[src/rtl/ysyx_22041207_rd_arbiter.sv]
// Read-channel arbiter: shares one AXI read bridge between instruction fetch (IF) and data load (MEM).
// One whole transaction (address + data) is granted at a time; MEM has priority, bounded by a streak limit.
module ysyx_22041207_rd_arbiter #(
  parameter int unsigned MAX_MEM_STREAK = 4
) (
  input  logic        clk,
  input  logic        rst_n,
  // IF requester
  input  logic        if_r_valid_i,
  output logic        if_r_ready_o,
  input  logic [63:0] if_r_addr_i,
  input  logic [7:0]  if_r_size_i,
  output logic [63:0] if_data_read_o,
  output logic        if_data_valid,
  input  logic        if_data_ready,
  // MEM requester
  input  logic        mem_r_valid_i,
  output logic        mem_r_ready_o,
  input  logic [63:0] mem_r_addr_i,
  input  logic [7:0]  mem_r_size_i,
  output logic [63:0] mem_data_read_o,
  output logic        mem_data_valid,
  input  logic        mem_data_ready,
  // bridge side
  output logic        ds_r_valid_i,
  input  logic        ds_r_ready_o,
  output logic [63:0] ds_r_addr_i,
  output logic [7:0]  ds_r_size_i,
  input  logic [63:0] ds_data_read_o,
  input  logic        ds_data_valid,
  output logic        ds_data_ready,
  // status
  output logic        grant_mem,
  output logic        busy
);

  localparam int unsigned SW = $clog2(MAX_MEM_STREAK + 1);
  localparam logic [SW-1:0] STREAK_MAX = SW'(MAX_MEM_STREAK);

  typedef enum logic [1:0] {
    S_IDLE,
    S_ADDR,
    S_DATA
  } state_e;

  state_e        state_q;
  logic          ds_r_valid_q;
  logic          grant_mem_q;
  logic [63:0]   addr_q;
  logic [7:0]    size_q;
  logic [SW-1:0] streak_q;

  logic          pick_mem;
  logic          in_addr;
  logic          in_data;
  logic          ds_rdy;

  // MEM wins unless IF has waited through a full streak of MEM grants.
  assign pick_mem = mem_r_valid_i && !(if_r_valid_i && (streak_q == STREAK_MAX));

  assign in_addr = (state_q == S_ADDR);
  assign in_data = (state_q == S_DATA);
  assign ds_rdy  = in_data && (grant_mem_q ? mem_data_ready : if_data_ready);

  always_ff @(posedge clk or negedge rst_n) begin
    if (!rst_n) begin
      state_q      <= S_IDLE;
      ds_r_valid_q <= 1'b0;
      grant_mem_q  <= 1'b0;
      addr_q       <= '0;
      size_q       <= '0;
      streak_q     <= '0;
    end else begin
      unique case (state_q)
        S_IDLE: begin
          if (if_r_valid_i || mem_r_valid_i) begin
            state_q      <= S_ADDR;
            ds_r_valid_q <= 1'b1;
            grant_mem_q  <= pick_mem;
            addr_q       <= pick_mem ? mem_r_addr_i : if_r_addr_i;
            size_q       <= pick_mem ? mem_r_size_i : if_r_size_i;
            // pick_mem with IF waiting implies streak_q < STREAK_MAX, so no wrap.
            if (pick_mem && if_r_valid_i) streak_q <= streak_q + 1'b1;
            else                          streak_q <= '0;
          end
        end
        S_ADDR: begin
          if (ds_r_ready_o) begin
            ds_r_valid_q <= 1'b0;
            state_q      <= S_DATA;
          end
        end
        S_DATA: begin
          if (ds_data_valid && ds_rdy) state_q <= S_IDLE;
        end
        default: state_q <= S_IDLE;
      endcase
    end
  end

  assign ds_r_valid_i    = ds_r_valid_q;
  assign ds_r_addr_i     = addr_q;
  assign ds_r_size_i     = size_q;
  assign ds_data_ready   = ds_rdy;
  assign grant_mem       = grant_mem_q;
  assign busy            = (state_q != S_IDLE);

  assign if_r_ready_o    = in_addr && !grant_mem_q && ds_r_ready_o;
  assign mem_r_ready_o   = in_addr &&  grant_mem_q && ds_r_ready_o;

  assign if_data_valid   = in_data && !grant_mem_q && ds_data_valid;
  assign mem_data_valid  = in_data &&  grant_mem_q && ds_data_valid;
  assign if_data_read_o  = ds_data_read_o;
  assign mem_data_read_o = ds_data_read_o;

endmodule

[config.mk]
export PLATFORM = sky130hd
export DESIGN_NAME = ysyx_22041207_rd_arbiter
export DESIGN_NICKNAME = d
export VERILOG_FILES = /design/src/rtl/ysyx_22041207_rd_arbiter.sv
export SDC_FILE = /design/constraint.sdc
export NUM_CORES = 1
export LEC_CHECK = 0
export BUFFER_PORTS_ARGS = -buffer_cell sky130_fd_sc_hd__buf_4
export CORE_AREA = 2 2 164 166
export CTS_CLUSTER_SIZE = 16
export DETAILED_ROUTE_END_ITERATION = 12
export DIE_AREA = 0 0 166 168
export GPL_ROUTABILITY_DRIVEN = 1
export SLEW_MARGIN = 5
export SYNTH_ARGS = -nofsm -noshare
export SYNTH_HDL_FRONTEND = slang
export SYNTH_SLANG_ARGS = --single-unit
[constraint.sdc]
create_clock -name clk -period 1.5 [get_ports clk]
set_clock_uncertainty 0.15 [all_clocks]
set_input_delay 0.075 -clock clk [delete_from_list [all_inputs] [get_ports clk]]
set_output_delay 0.075 -clock clk [all_outputs]
set_load 0.01 [all_outputs]
==> flow_summary.toml, run 1 <==
[clock_tree]
clkLatencyLatePin_ps = 340
clock_sinks = 79
cts_root_buffer = "clkbuf_16"
cts-htree-levels = 3
cts_tree = "built"
cts_buffers = 9
clk_path_buf_depth = 2
clkSlewWorstSetupHoldPaths_ps = 60

[floorplan]
die_area_mm2 = 0.0279
initial_core_util_pct = 21.3
ioPinCount = 424
core_mm2 = 0.0264
die_w_um = 166
rows = 60
die_h_um = 168

[grt]
grt_first_pass_wirelength_mm = 38.8
grt_pass1_vias = 6166
grt_max_degree = 45
antenna_found_initial = 0
grt.total_usage_pct = 18.1
grt-ovfl-total = 0

[pwr]
p_leak_nw = 4.39
cellPowerDensity_mw_per_mm2 = 1740
ir_drop_uv = 761

[final_layout]
fin_nets = 1097
num-fill-cells = 2509
utilization_pct = 37.9
regArea_mm2 = 0.00198
diodes = 0
syn_to_final_growth_pct = 77.4
final_layout_size_suffix_gt1_share_pct = 49.9
instances_no_fill = 1225
multi_input_area_mm2 = 0.00236

[synthesis]
syn_nets = 805
ys_seq_area_share_pct = 35.2
syn_area_mm2 = 0.00562
syn_inst = 587
syn_avg_cell_area_um2 = 9.58
yosys_warnings = 0
netlist-cell-type-count = 27
ys_ff_latch = 79

[timing]
fin_crit_sh_pct = 115
hold_viol_final = 0
min_period_ps = 1720
clock.fmax_ghz = 0.581
slew_violations = 0
finalSetupViolCount = 80
rsz0062_at_grt = "yes"
setup_ws_ps = -222
worst_pin_slew_ps = 411
slew-limit-headroom_pct = 72.6

[run_status]
outcome = "finished with violations"
violations = "negative setup slack"

[flow_run]
maxCapViolCount = 0

[placed_design]
pre_cts_ws_ps = -127
globalplace.congestion = 0.743
place_inst = 1016
hpwl_mm = 15.9
numPortBuffers = 231

[worst_setup_path]
critical_path_required_ps = 1270
cp-end-kind = "output pin"
cp.arrival_ps = 1500
worst_setup_path_start_kind = "flip-flop"
worstRegToRegCells = 8
crit_fanout = 4
critPathKind = "reg2out"

[detailed_routing]
first_pass_iters = 5
routedWlPerCell_um = 21.5
route.vias.total = 5838
drt_iter0_markers = 610
drt-total-wl_mm = 26.3
detail-route-antenna-nets = 0
drc_errors = 0
vias_per_cell = 4.77

[hold_path]
holdPathStages = 0
hold_class = "in2out"
[state kept, by name, summed over array words and instances (netlist names)]
register and flops:
grant_mem 1, ds_r_size_i 8, state_q 2, streak_q 3, ds_r_addr_i 64, ds_r_valid_i 1
[cells in the final DEF, fill, tap and decap left out, types with 2 or more instances in the layout]
| cell | instances |
|---|---|
| nor2_1 | 4 |
| clkinv_2 | 2 |
| dfrtp_1 | 78 |
| buf_8 | 8 |
| dlygate4sd3_1 | 149 |
| o221ai_4 | 4 |
| buf_12 | 30 |
| buf_6 | 19 |
| inv_1 | 76 |
| o221ai_2 | 68 |
| clkinvlp_4 | 2 |
| nand3_1 | 51 |
| nand4_1 | 72 |
| buf_4 | 242 |
| buf_16 | 12 |
| nand3_2 | 19 |
| clkbuf_16 | 12 |
| a22o_1 | 3 |
| nor2_4 | 2 |
| nand2_1 | 2 |
| and2_4 | 4 |
| nand3_4 | 3 |
[through the flow]
stage / total power (W) / instance area [µm²] / setup TNS, ps / hold WS, ps
6_report: 0.0173 / 9980 / -6000 / 0.00563
5_1_grt: 0.0183 / 9980 / -11100 / 0.0180
4_1_cts: 0.0176 / 10000 / -9480 / 0.100
3_5_place_dp: 0.0117 / 6990 / -7050 / -153
3_3_place_gp: 0.0116 / 6990 / -4830 / -154
2_1_floorplan: 0.00874 / 5650 / -1070 / -371
[report_power, final]
part	switching [W]	leakage, nW	internal [W]
clock network	0.000935	0.132	0.00117
logic	0.00512	3.29	0.00621
registers	0.000696	0.960	0.00320
total	0.00675	4.39	0.0106
[critical path, cell delays in order (launching register included)]
cell and delay (ps):
dfrtp_1 430, buf_6 140, nand3b_1 250, nor2_1 180, buf_4 150
[cell type report]
class	count	area share (%)
tap	341	4.28
clock inverter	5	0.339
clock buffer	11	2.43
inverter	77	2.92
sequential	79	19.8
timing repair buffer	463	46.6
multi-input combinational	249	23.6
[metal layers]
metal  part of all wire [%]  global-route usage [%]  vias to the layer above  wire, µm
met3                    8.4                    5.92                       78      2210
met5                      0                       0                        -         0
met2                     51                    31.2                      352     13300
met4                    4.1                    7.71                        0      1090
li1                       -                       -                     2581         -
met1                     37                    20.6                     2827      9700
[logic make-up (layout without fill, tap and decap cells)]
| family | Yosys count | count (layout) | share of synthesized area [%] |
|---|---|---|---|
| simple gates | 165 | 167 | 16.4 |
| buf+inv | 261 | 556 | 27.8 |
| fa+ha+maj | 2 | 2 | 0.445 |
| flops | 79 | 79 | 35.2 |
| compound gates | 79 | 79 | 20.0 |
| mux | 1 | 1 | 0.178 |
[synthesized netlist by cell type]
cell type / instances / area share [%]
o221ai_1: 2 / 0.31
nand4_1: 72 / 8.0
buf_1: 3 / 0.20
clkbuf_1: 21 / 1.4
a32o_1: 1 / 0.18
or2_1: 1 / 0.11
nand3_1: 73 / 6.5
o221ai_2: 70 / 19
o21ai_0: 2 / 0.18
nor2b_1: 2 / 0.22
buf_2: 22 / 2.0
buf_6: 10 / 2.0
a22o_1: 3 / 0.47
ha_1: 2 / 0.44
and3_1: 1 / 0.11
nand2_1: 3 / 0.20
dfrtp_1: 79 / 35
nor3_1: 2 / 0.18
buf_4: 128 / 17
a31o_1: 1 / 0.16
nor2_1: 5 / 0.33
nor2_4: 1 / 0.20
nand2b_1: 2 / 0.22
nand3b_1: 1 / 0.13
mux2i_1: 1 / 0.18
inv_1: 77 / 5.1
and2_1: 2 / 0.22
[timing repair]
action | CTS | global route
hold buffers | 149 | 0
buffers inserted | 27 | 10
gates resized for setup | 92 | 35
gates cloned | 25 | 3
endpoints found under the setup margin | 81 | 82
pin swaps | 44 | 37
hold endpoints to repair | 153 | 0
[worst paths after layout]
path | startpoint | end | slack, ps
max in group asynchronous | rst_n | grant_mem$_DFFE_PN0P_ | 640
worst min-delay path | ds_data_read_o[53] | if_data_read_o[53] | 0.006
worst max register to register | state_q[0]$_DFFE_PN0P_ | ds_r_addr_i[63]$_DFFE_PN0P_ | -180
min in group asynchronous | rst_n | ds_r_addr_i[47]$_DFFE_PN0P_ | 40
worst min register to register | ds_r_valid_i$_DFFE_PN0P_ | ds_r_valid_i$_DFFE_PN0P_ | 360
worst max-delay path | state_q[1]$_DFFE_PN0P_ | mem_r_ready_o | -220
Power figures use the tool's default switching activity.
==> run 2: changes to the inputs <==
==> constraint.sdc (replaced) <==
create_clock -name clk -period 1.55 [get_ports clk]
set_clock_uncertainty 0.15 [all_clocks]
set_input_delay 0.0775 -clock clk [delete_from_list [all_inputs] [get_ports clk]]
set_output_delay 0.0775 -clock clk [all_outputs]
set_load 0.01 [all_outputs]
==> flow_summary.toml, run 2 (same netlist as run 1, synthesis figures left out) <==
[run_status]
outcome = "finished with violations"
violations = "negative setup slack"

[worst_setup_path]
worstRegToRegCells = 7
reg2reg_slack_ps = -60
critical_path_required_ps = 1620
timing.rr.start = "state_q[1]$_DFFE_PN0P_"
worst_setup_path_start_kind = "flip-flop"
cp.arrival_ps = 1680
cp-end-kind = "flip-flop"
rr_endpoint = "ds_r_addr_i[17]$_DFFE_PN0P_"
critPathKind = "reg2reg"
crit_fanout = 8

[floorplan]
initial_core_util_pct = 21.3
ioPinCount = 424
rows = 60
die_h_um = 168
die_w_um = 166
core_mm2 = 0.0264
die_area_mm2 = 0.0279

[clock_tree]
clock_sinks = 79
cts_buffers = 9
cts_root_buffer = "clkbuf_16"
clkLatencyLatePin_ps = 340
cts_tree = "built"
clk_path_buf_depth = 2
clkSlewWorstSetupHoldPaths_ps = 70
cts-htree-levels = 3

[final_layout]
diodes = 0
regArea_mm2 = 0.00198
fin_area_mm2 = 0.00938
mostFrequentLayoutCells = "buf_4, dlygate4sd3_1, dfrtp_1"
num-fill-cells = 2563
fin_nets = 1074
largest_register_ffs = 64
final_layout_size_suffix_gt1_share_pct = 45.9
layout_commonest_cell = "buf_4"
multi_input_area_mm2 = 0.00221
syn_to_final_growth_pct = 66.8

[detailed_routing]
drt_iter0_markers = 508
route.vias.total = 5548
first_pass_iters = 4
drt-total-wl_mm = 24.8
vias_per_cell = 4.62
routedWlPerCell_um = 20.6
drc_errors = 0
detail-route-antenna-nets = 0

[hold_path]
min_to = "if_data_read_o[43]"
hold_class = "in2out"
min_from = "ds_data_read_o[43]"
holdPathStages = 0

[timing]
clock.fmax_ghz = 0.623
min_period_ps = 1610
worst_pin_slew_ps = 556
fin_crit_sh_pct = 104
hold_viol_final = 0
rsz0062_at_grt = "yes"
finalSetupViolCount = 60
setup_ws_ps = -55.8
totalNegativeSetupSlack_ps = -1750
slew_violations = 0
slew-limit-headroom_pct = 63.0

[pwr]
power_w = 0.0157
ir_drop_uv = 690
cellPowerDensity_mw_per_mm2 = 1670
p_leak_nw = 4.13

[grt]
grt.total_usage_pct = 15.8
antenna_found_initial = 0
grt-ovfl-total = 0
grt_first_pass_wirelength_mm = 33.9
grt_max_degree = 52
grt_pass1_vias = 5502

[placed_design]
globalplace.congestion = 0.772
hpwl_mm = 16.2
placement.cell_area_mm2 = 0.00696
numPortBuffers = 231

[flow_run]
maxCapViolCount = 0
run 2: what timing repair did:
action                     4_1_cts  5_1_grt
hold endpoints to repair       154        0
buffers inserted                 4       10
hold buffers                   150        0
gates cloned                     1       13
setup endpoints to repair       71       81
resized for setup               15       35
pin swaps                        8       12
run 2: through the flow:
| stage | util (%) | hold WS, ps | setup WS [ps] | std cells |
|---|---|---|---|---|
| final | 35.6 | 5.01 | -55.8 | 1202 |
| after global routing | 35.6 | 5.02 | -149 | 1202 |
| after CTS | 33.6 | 5.11 | -97.4 | 1180 |
| after detailed placement | 26.4 | -209 | -53.5 | 1009 |
| after global placement | 26.4 | -211 | -29.5 | 1009 |
| after floorplan | - | -368 | -17.0 | 587 |
run 2: worst max-delay path, stage by stage, from the launching register on:
cell and delay (ps):
dfrtp_1 380, buf_6 120, nor2_4 100, buf_6 130
and2_4 170, buf_12 150, clkbuf_16 170, o221ai_2 100
run 2: layout make-up:
class | instances | area share [%]
clock buffer | 11 | 2.59
clock inverter | 5 | 0.360
inverter | 77 | 3.11
multi-input combinational | 247 | 23.6
sequential | 79 | 21.1
tap | 341 | 4.55
timing repair buffer | 442 | 44.7
run 2: worst max-delay path by stage:
stage / to / cells past startpoint / slack [ps] / startpoint
after CTS: mem_r_ready_o / 4 / -100 / state_q[1]$_DFFE_PN0P_
after global placement: ds_r_addr_i[28]$_DFFE_PN0P_ / 6 / -30 / streak_q[0]$_DFFE_PN0P_
final: ds_r_addr_i[17]$_DFFE_PN0P_ / 7 / -60 / state_q[1]$_DFFE_PN0P_
after detailed placement: ds_r_addr_i[29]$_DFFE_PN0P_ / 6 / -50 / streak_q[0]$_DFFE_PN0P_
after floorplan: ds_r_addr_i[0]$_DFFE_PN0P_ / 7 / -20 / streak_q[0]$_DFFE_PN0P_
after global routing: ds_r_addr_i[58]$_DFFE_PN0P_ / 7 / -150 / state_q[1]$_DFFE_PN0P_
run 2: per-layer routing:
layer	global-route usage, %	vias to the layer above	wire [µm]
li1	-	2507	-
met1	16.5	2652	8700
met2	28.4	325	12800
met3	6.18	64	2400
met4	6.47	0	922
met5	0	-	0
run 2: where the power goes:
| part | internal (W) | switching (W) |
|---|---|---|
| sequential | 0.00310 | 0.000641 |
| combinational | 0.00537 | 0.00453 |
| clock | 0.00113 | 0.000913 |
==> run 3: changes to the inputs <==
==> constraint.sdc (replaced) <==
create_clock -name clk -period 1.7 [get_ports clk]
set_clock_uncertainty 0.15 [all_clocks]
set_input_delay 0.085 -clock clk [delete_from_list [all_inputs] [get_ports clk]]
set_output_delay 0.085 -clock clk [all_outputs]
set_load 0.01 [all_outputs]
==> flow_summary.toml, run 3 (same netlist as run 1, synthesis figures left out) <==
[clock_tree]
cts_buffers = 9
clk_path_buf_depth = 2
clock_sinks = 79
cts-htree-levels = 3
cts_root_buffer = "clkbuf_16"
clkLatencyLatePin_ps = 340
clkSlewWorstSetupHoldPaths_ps = 70
cts_tree = "built"

[worst_setup_path]
reg2reg_slack_ps = 60
timing.critical_path.buf_inv = 2
cp_slowest_cell = "dfrtp_1"
critical_path_required_ps = 1790
cp_cell_sequence = "inv_1, ha_2, nand3_4, and2_4, buf_4, a22o_1"
crit_fanout = 5
cp-end-kind = "flip-flop"
critPathKind = "reg2reg"
timing.rr.start = "streak_q[1]$_DFFE_PN0P_"
worst_setup_path_start_kind = "flip-flop"
max_stage_delay_ps = 400
worstRegToRegCells = 6
rr_endpoint = "grant_mem$_DFFE_PN0P_"
cp.arrival_ps = 1720
path_delay_family = "flip-flops"

[floorplan]
rows = 60
initial_core_util_pct = 21.3
die_h_um = 168
die_area_mm2 = 0.0279
core_mm2 = 0.0264
ioPinCount = 424
die_w_um = 166

[final_layout]
fin_nets = 1037
syn_to_final_growth_pct = 54.3
instances_no_fill = 1165
largest_register_ffs = 64
diodes = 0
utilization_pct = 32.9
mostFrequentLayoutCells = "buf_4, dlygate4sd3_1, dfrtp_1"
fin_area_mm2 = 0.00867
layout_commonest_cell = "buf_4"
num-fill-cells = 2650
final_layout_size_suffix_gt1_share_pct = 42.1

[detailed_routing]
drc_errors = 0
drt-total-wl_mm = 22.9
vias_per_cell = 4.62
drt_iter0_markers = 479
route.vias.total = 5379
detail-route-antenna-nets = 0
routedWlPerCell_um = 19.7
first_pass_iters = 4

[run_status]
outcome = "complete, no violations"

[hold_path]
min_from = "ds_data_read_o[43]"
hold_class = "in2out"
holdPathStages = 0
min_to = "if_data_read_o[43]"

[placed_design]
numPortBuffers = 231
place_inst = 998
hpwl_mm = 15.8
placement.cell_area_mm2 = 0.00683
globalplace.congestion = 0.790

[grt]
antenna_found_initial = 0
grt-ovfl-total = 0
grt_pass1_vias = 5382
grt_first_pass_wirelength_mm = 33.2
grt.total_usage_pct = 15.4
grt_max_degree = 80

[pwr]
p_leak_nw = 3.83
cellPowerDensity_mw_per_mm2 = 1440
ir_drop_uv = 537

[timing]
totalNegativeSetupSlack_ps = 0
fin_crit_sh_pct = 96.3
worst_pin_slew_ps = 557
rsz0062_at_grt = "yes"
slew_violations = 0
min_period_ps = 1640
hold_viol_final = 0
slew-limit-headroom_pct = 62.9
finalSetupViolCount = 0
clock.fmax_ghz = 0.611

[flow_run]
maxCapViolCount = 0
-- run 3: cell types whose count changed in the layout (fill, tap and decap cells not counted), sizes merged --
cell | previous run | this run
buf | 283 | 255
bufinv | 0 | 2
clkbuf | 20 | 11
clkinv | 3 | 2
dlygate4sd3 | 150 | 149
-- run 3: report_power, final --
part / total [W] / switching, W / leakage (nW) / internal, W
combinational: 0.00695 / 0.00348 / 2.72 / 0.00347
sequential: 0.00339 / 0.000573 / 0.961 / 0.00282
clock: 0.00211 / 0.000831 / 0.148 / 0.00128
-- run 3: worst max path at each step --
stage | start | endpoint | slack [ps] | cells past startpoint
finish | streak_q[1]$_DFFE_PN0P_ | grant_mem$_DFFE_PN0P_ | 60 | 6
global route | state_q[0]$_DFFE_PN0P_ | if_data_valid | -10 | 3
CTS | state_q[0]$_DFFE_PN0P_ | if_data_valid | 20 | 3
detailed placement | streak_q[1]$_DFFE_PN0P_ | ds_r_addr_i[24]$_DFFE_PN0P_ | 80 | 6
global placement | streak_q[1]$_DFFE_PN0P_ | ds_r_addr_i[24]$_DFFE_PN0P_ | 120 | 6
floorplan | streak_q[0]$_DFFE_PN0P_ | ds_r_addr_i[0]$_DFFE_PN0P_ | 130 | 7
-- run 3: what timing repair did --
item,CTS,global route
gates cloned,0,1
pin swaps,1,0
setup buffers,1,0
setup endpoints to repair,1,11
hold endpoints to repair,153,0
hold buffers,149,0
gates resized for setup,0,3
-- run 3: per-layer routing --
| layer | part of all wire, % | global-route usage, % | routed length, µm |
|---|---|---|---|
| met1 | 36 | 16.0 | 8200 |
| met2 | 51 | 27.2 | 11700 |
| met3 | 9.0 | 6.09 | 2070 |
| met4 | 4.3 | 7.33 | 998 |
| met5 | 0 | 0 | 0 |
-- run 3: worst register-to-register path, cell delays in order (launching register included) --
cell     delay, ps
dfrtp_1        400
inv_1           60
ha_2           180
nand3_4        110
and2_4         230
buf_4          170
a22o_1         230
-- run 3: layout make-up --
type                       count  area (µm²)  area share [%]
clock buffer                  10         229            2.64
sequential                    79        1980            22.8
clock inverter                 6        85.1           0.981
multi-input combinational    247        2100            24.2
timing repair buffer         405        3560            41.1
inverter                      77         289            3.33
tap                          341         427            4.92
-- run 3: per-stage QoR --
step / hold slack [ps] / power (W) / worst slack [ps]
after global placement: 12.2 / 0.00997 / 116
after detailed placement: 11.8 / 0.0101 / 75.8
after floorplan: -361 / 0.00770 / 133
after global routing: 20.0 / 0.0133 / -10.9
after CTS: 20.1 / 0.0125 / 23.0
final: 20.0 / 0.0125 / 62.7
